==> src/rtl/cpu_run_ctrl.sv <==
// rtl/cpu_run_ctrl.sv - reset stretcher, run/step/halt controller and cycle/retire counters for the MIPS core
// Optional watchdog: define RUN_CTRL_WDOG_EN to enable the no-retire timeout and the TIMEOUT state.
module cpu_run_ctrl #(
  parameter int RST_CYCLES  = 4,
  parameter int CNT_W       = 32,
  parameter int STEP_W      = 8,
  parameter int WDOG_CYCLES = 1024
) (
  input  logic              clk,
  input  logic              rst_n,
  input  logic              run_req,
  input  logic              step_req,
  input  logic [STEP_W-1:0] step_n,
  input  logic              halt_req,
  input  logic              clr_cnt,
  input  logic              retire,
  output logic              cpu_rst_n,
  output logic              cpu_en,
  output logic [2:0]        state,
  output logic [CNT_W-1:0]  cycle_cnt,
  output logic [CNT_W-1:0]  retire_cnt,
  output logic              done,
  output logic              timeout
);

  localparam logic [2:0] S_RST     = 3'd0;
  localparam logic [2:0] S_IDLE    = 3'd1;
  localparam logic [2:0] S_STEP    = 3'd2;
  localparam logic [2:0] S_RUN     = 3'd3;
  localparam logic [2:0] S_TIMEOUT = 3'd4;

  localparam int RC_W = (RST_CYCLES < 2) ? 1 : $clog2(RST_CYCLES + 1);
  localparam logic [RC_W-1:0] RC_LAST = RC_W'(RST_CYCLES - 1);
  localparam logic [CNT_W-1:0] CNT_MAX = {CNT_W{1'b1}};

  logic [2:0]        state_q, state_d;
  logic [RC_W-1:0]   rst_cnt_q, rst_cnt_d;
  logic [STEP_W-1:0] rem_q, rem_d;
  logic              cpu_rst_n_q, cpu_rst_n_d;
  logic              done_q, done_d;
  logic [CNT_W-1:0]  cycle_cnt_q, cycle_cnt_d;
  logic [CNT_W-1:0]  retire_cnt_q, retire_cnt_d;
  logic              wdog_hit;

`ifdef RUN_CTRL_WDOG_EN
  localparam int WD_W = $clog2(WDOG_CYCLES + 1);
  logic [WD_W-1:0] wdog_q, wdog_d;
  logic            timeout_q, timeout_d;

  // Watchdog: count enabled cycles without a retire; the hitting cycle is the last enabled one
  always_comb begin
    wdog_hit = 1'b0;
    wdog_d   = '0;
    if (cpu_en && !retire && !clr_cnt) begin
      wdog_d   = wdog_q + WD_W'(1);
      wdog_hit = (wdog_q == WD_W'(WDOG_CYCLES - 1));
    end
    timeout_d = timeout_q | wdog_hit;
  end

  // Watchdog registers; timeout stays set until rst_n
  always_ff @(posedge clk or negedge rst_n) begin
    if (!rst_n) begin
      wdog_q    <= '0;
      timeout_q <= 1'b0;
    end else begin
      wdog_q    <= wdog_d;
      timeout_q <= timeout_d;
    end
  end

  assign timeout = timeout_q;
`else
  logic unused_wdog_cfg;
  assign unused_wdog_cfg = (WDOG_CYCLES != 0);
  assign wdog_hit        = 1'b0;
  assign timeout         = 1'b0;
`endif

  // State register with reset-stretch counter and step remainder
  always_ff @(posedge clk or negedge rst_n) begin
    if (!rst_n) begin
      state_q   <= S_RST;
      rst_cnt_q <= '0;
      rem_q     <= '0;
    end else begin
      state_q   <= state_d;
      rst_cnt_q <= rst_cnt_d;
      rem_q     <= rem_d;
    end
  end

  // Next-state logic; a watchdog expiry overrides halt and step completion
  always_comb begin
    state_d   = state_q;
    rst_cnt_d = rst_cnt_q;
    rem_d     = rem_q;
    case (state_q)
      S_RST: begin
        if (rst_cnt_q == RC_LAST) state_d = S_IDLE;
        else rst_cnt_d = rst_cnt_q + RC_W'(1);
      end
      S_IDLE: begin
        if (step_req) begin
          state_d = S_STEP;
          rem_d   = (step_n == '0) ? STEP_W'(1) : step_n;
        end else if (run_req) begin
          state_d = S_RUN;
        end
      end
      S_STEP: begin
        if (wdog_hit) state_d = S_TIMEOUT;
        else if (halt_req || rem_q == STEP_W'(1)) state_d = S_IDLE;
        else rem_d = rem_q - STEP_W'(1);
      end
      S_RUN: begin
        if (wdog_hit) state_d = S_TIMEOUT;
        else if (halt_req) state_d = S_IDLE;
      end
      S_TIMEOUT: state_d = S_TIMEOUT;
      default:   state_d = S_IDLE;
    endcase
  end

  // Output decode: enable from registered state, done on any return from RUN/STEP to IDLE
  always_comb begin
    cpu_en      = (state_q == S_RUN) || (state_q == S_STEP);
    done_d      = cpu_en && (state_d == S_IDLE);
    cpu_rst_n_d = (state_d != S_RST);
  end

  // Saturating counters; clear beats increment
  always_comb begin
    cycle_cnt_d  = cycle_cnt_q;
    retire_cnt_d = retire_cnt_q;
    if (clr_cnt) begin
      cycle_cnt_d  = '0;
      retire_cnt_d = '0;
    end else begin
      if (cpu_en && cycle_cnt_q != CNT_MAX) cycle_cnt_d = cycle_cnt_q + CNT_W'(1);
      if (cpu_en && retire && retire_cnt_q != CNT_MAX) retire_cnt_d = retire_cnt_q + CNT_W'(1);
    end
  end

  // Registered outputs and counters
  always_ff @(posedge clk or negedge rst_n) begin
    if (!rst_n) begin
      cpu_rst_n_q  <= 1'b0;
      done_q       <= 1'b0;
      cycle_cnt_q  <= '0;
      retire_cnt_q <= '0;
    end else begin
      cpu_rst_n_q  <= cpu_rst_n_d;
      done_q       <= done_d;
      cycle_cnt_q  <= cycle_cnt_d;
      retire_cnt_q <= retire_cnt_d;
    end
  end

  assign cpu_rst_n  = cpu_rst_n_q;
  assign state      = state_q;
  assign done       = done_q;
  assign cycle_cnt  = cycle_cnt_q;
  assign retire_cnt = retire_cnt_q;

endmodule

==> config.mk <==
export PLATFORM = sky130hd
export DESIGN_NAME = cpu_run_ctrl
export DESIGN_NICKNAME = d
export VERILOG_FILES = /design/src/rtl/cpu_run_ctrl.sv
export SDC_FILE = /design/constraint.sdc
export NUM_CORES = 1
export LEC_CHECK = 0
export ABC_AREA = 1
export BUFFER_PORTS_ARGS = -buffer_cell sky130_fd_sc_hd__buf_2
export CAP_MARGIN = 5
export CORE_MARGIN = 2
export CORE_UTILIZATION = 40
export DETAILED_ROUTE_END_ITERATION = 16
export GPL_TIMING_DRIVEN = 0
export PLACE_DENSITY_LB_ADDON = 0.3
export SETUP_SLACK_MARGIN = 0.3
export SYNTH_ARGS = -nofsm -noshare
export SYNTH_HDL_FRONTEND = slang
export SYNTH_SLANG_ARGS = --single-unit
==> constraint.sdc <==
create_clock -name clk -period 4.1 [get_ports clk]
set_clock_uncertainty 0.2 [all_clocks]
set_input_delay 0.205 -clock clk [delete_from_list [all_inputs] [get_ports clk]]
set_output_delay 0.205 -clock clk [all_outputs]
set_load 0.05 [all_outputs]
==> summary.txt <==
Layout
  – Commonest non-fill, non-tap cell in the layout: nand2_1
  – Layout cell share with drive strength beyond 1: 0.145
  – Final #Nets: roughly 950
  – Layout area overhead: 19.0%
  – Filler cells: about 1,400
  – Most frequent cells in the layout: nand2_1 (353), nor2_1 (133), buf_2 (85)
  – N_diodes: 0

Pwr
  – VDD IR max: ~300 uV
  – Total power: around 0.0025 W
  – Leakage: 3.19 nW
  – Power per Cell Area: 399 nW/um2

Drt
  – Via-to-Cell Ratio: just under 5
  – Routed len/inst: 13.7 um
  – Vias: 5,519
  – Antenna Nets Post-Route: 0
  – Initial DRC Count: between 300 and 400
  – DRC viols: 0
  – DRT Pass-1 Iters: 5
  – Post-Route WL: around 15,000 um

Yosys
  – Area leader, netlist: dfrtp_1
  – #FFs+latches synth: 80
  – Seq/Total Area, Yosys: 0.376
  – Yosys warns: 0
  – Post-synthesis instance area: roughly 5300 um2
  – Cell variety after synth: 32
  – Synthesized net count: 850
  – Mean post-synth cell area: ~6.4 um2
  – Ranking of synthesized cells by area: dfrtp_1 (38%), nand2_1 (25%), nor2_1 (9.4%)
  – Post-Syn Instances: just over 800
  – Synth top area share: 0.376

Placement
  – Gpl congestion: between 0.9 and 1
  – IO Port Bufs: 84
  – Detailed Place HPWL: about 11,000 um

Global routing
  – First-pass GRT wire length: 24,500 um
  – Congestion Overflow GR: 0
  – Met1 Usage GRT: 0.314
  – Vias in the first global route: just under 5,000
  – GRT Overall Usage: 0.219
  – Top Usage Layer GRT: met2
  – Initial antenna violation count: 0
  – Largest net degree at the start of global routing: 43
  – M2 GR Usage: 0.325
  – Met3 Use GR: 0.0512

Timing
  – Fmax: 401 MHz
  – Slew headroom: 0.494
  – RSZ-0062 raised after global routing: false
  – Setup violations, final: 0
  – Final setup TNS: 0 ns
  – Final Hold Fails: 0
  – Post-route minimum period: between 2 and 2.5 ns
  – Worst slew pin tran: approximately 0.75 ns
  – Slew Limit Fails: 0
  – Hold WS: approximately 0.013 ns
  – Fin crit share: 0.609

Run status
  – Status: completed

Worst setup path
  – Worst-path fanout max: 10
  – Crit path DAT: ~2.6 ns
  – CP Launch Type: flop
  – CP Capture Type: flop
  – Data required, critical path: between 4 and 5 ns
  – Kind of critical path: reg2reg

Floorplanning
  – Chip Width: between 100 and 150 um
  – Total I/O pin count: 86
  – Die area: 14,300 um2
  – Core ar.: between 10,000 and 15,000 um2
  – Core Rows: 42
  – Chip Height: between 100 and 150 um
  – Initial Utilization: 0.406

CTS
  – Worst-Skew Late Latency: approximately 0.35 ns
  – Clock root cell: clkbuf_16
  – Clock tree buffer depth: 2
  – TritonCTS clock tree: yes
  – Clock slew at reported path FFs: ~0.060 ns
  – Post-cts repair resize count: 0
  – TritonCTS buffer count: 9
  – Depth of the CTS H-tree: 3
  – CTS Sinks: 80

Job
  – Max Cap Viol: 0

Hold path
  – Hold crit path type: in2reg
[critical path, cell delays in order (launching register included)]
cell and delay [ns]:
dfrtp_1 0.46, ha_1 0.31, inv_1 0.13, nor2_4 0.09
nand2_4 0.09, nor2_4 0.05, a21oi_1 0.34, clkbuf_1 0.44
nand4_1 0.22, nand2_1 0.10
[per-layer routing]
| layer | vias up | part of all wire | wire [um] |
|---|---|---|---|
| li1 | 2814 | - | - |
| met1 | 2508 | 0.46 | 7010 |
| met2 | 175 | 0.45 | 6870 |
| met3 | 22 | 0.073 | 1120 |
| met4 | 0 | 0.017 | 253 |
| met5 | - | 0 | 0 |
[final timing paths]
kind / startpoint / endpoint / slack, ns / cells after the start
hold reg to reg: rst_cnt_q[0] / rst_cnt_q[0] / 0.28 / 1
setup reg to reg: cycle_cnt[0] / cycle_cnt[26] / 1.60 / 9
hold / removal: halt_req / state[0] / 0.01 / 5
max in group asynchronous: rst_n / cycle_cnt[24] / 2.90 / 3
min in group asynchronous: rst_n / cycle_cnt[19] / 0.18 / 2
setup / recovery: cycle_cnt[0] / cycle_cnt[26] / 1.60 / 9
[final cells by class]
type                    count  area (um2)  share of cell area
multi-input cells         660        2950               0.466
flip-flops and latches     80        2000               0.316
repair buffers             90         493              0.0777
inverters                  70         263              0.0414
clock buffers              13         260              0.0410
well taps                 176         220              0.0347
plain buffers              19         111              0.0176
clock inverters             3        40.0             0.00631
[flip-flops by register name, indices dropped and copies added, names as in the netlist]
name	count
cpu_rst_n	1
retire_cnt	32
cycle_cnt	32
rem_q	8
done	1
state	3
rst_cnt_q	3
[cell usage after synthesis]
library cell	n
xor2_1	15
nor2_1	133
inv_1	67
nand3_1	55
inv_2	3
o21ai_0	15
nor3b_1	1
o21bai_1	2
nor2_4	4
buf_4	1
ha_1	6
buf_2	2
clkbuf_1	7
xnor2_1	5
buf_8	1
mux2_2	1
nand4_1	42
conb_1	1
nand2_1	353
a21oi_2	1
a21oi_1	1
or2_2	13
nor2_2	1
o311ai_0	1
nand2_2	5
nand2_4	2
nor3_1	1
dfrtp_1	80
buf_1	5
nand3b_1	1
buf_6	3
o22ai_1	1
[metrics by stage]
step                utilization  cells  cell area (um2)  setup WS [ns]
global route              0.483   1111             6340           1.47
global placement          0.454   1089             5970           1.67
finish                    0.483   1111             6340           1.60
detailed placement        0.456   1090             5990           1.65
floorplan                     -    829             5330           1.69
CTS                       0.483   1111             6340           1.64
[power breakdown]
part	switching [W]	internal, W
logic	0.000529	0.000218
registers	0.0000775	0.000875
clock network	0.000330	0.000504
[what timing repair did]
action	in CTS	in global routing
endpoints found under the hold margin	42	0
buffers inserted	0	0
hold buffers	5	0
[cell families after synthesis]
logic type / after synthesis / share of synthesized area
and+or+nand+nor: 611 / 0.482
buffers and inverters: 89 / 0.0702
DFF: 80 / 0.376
AOI/OAI and AO/OA: 21 / 0.0223
xor gates and xnor gates: 20 / 0.0329
adders and majority gates: 6 / 0.0141
other: 1 / 0.000704
muxes: 1 / 0.00211
(Power assumes the default switching activity.)
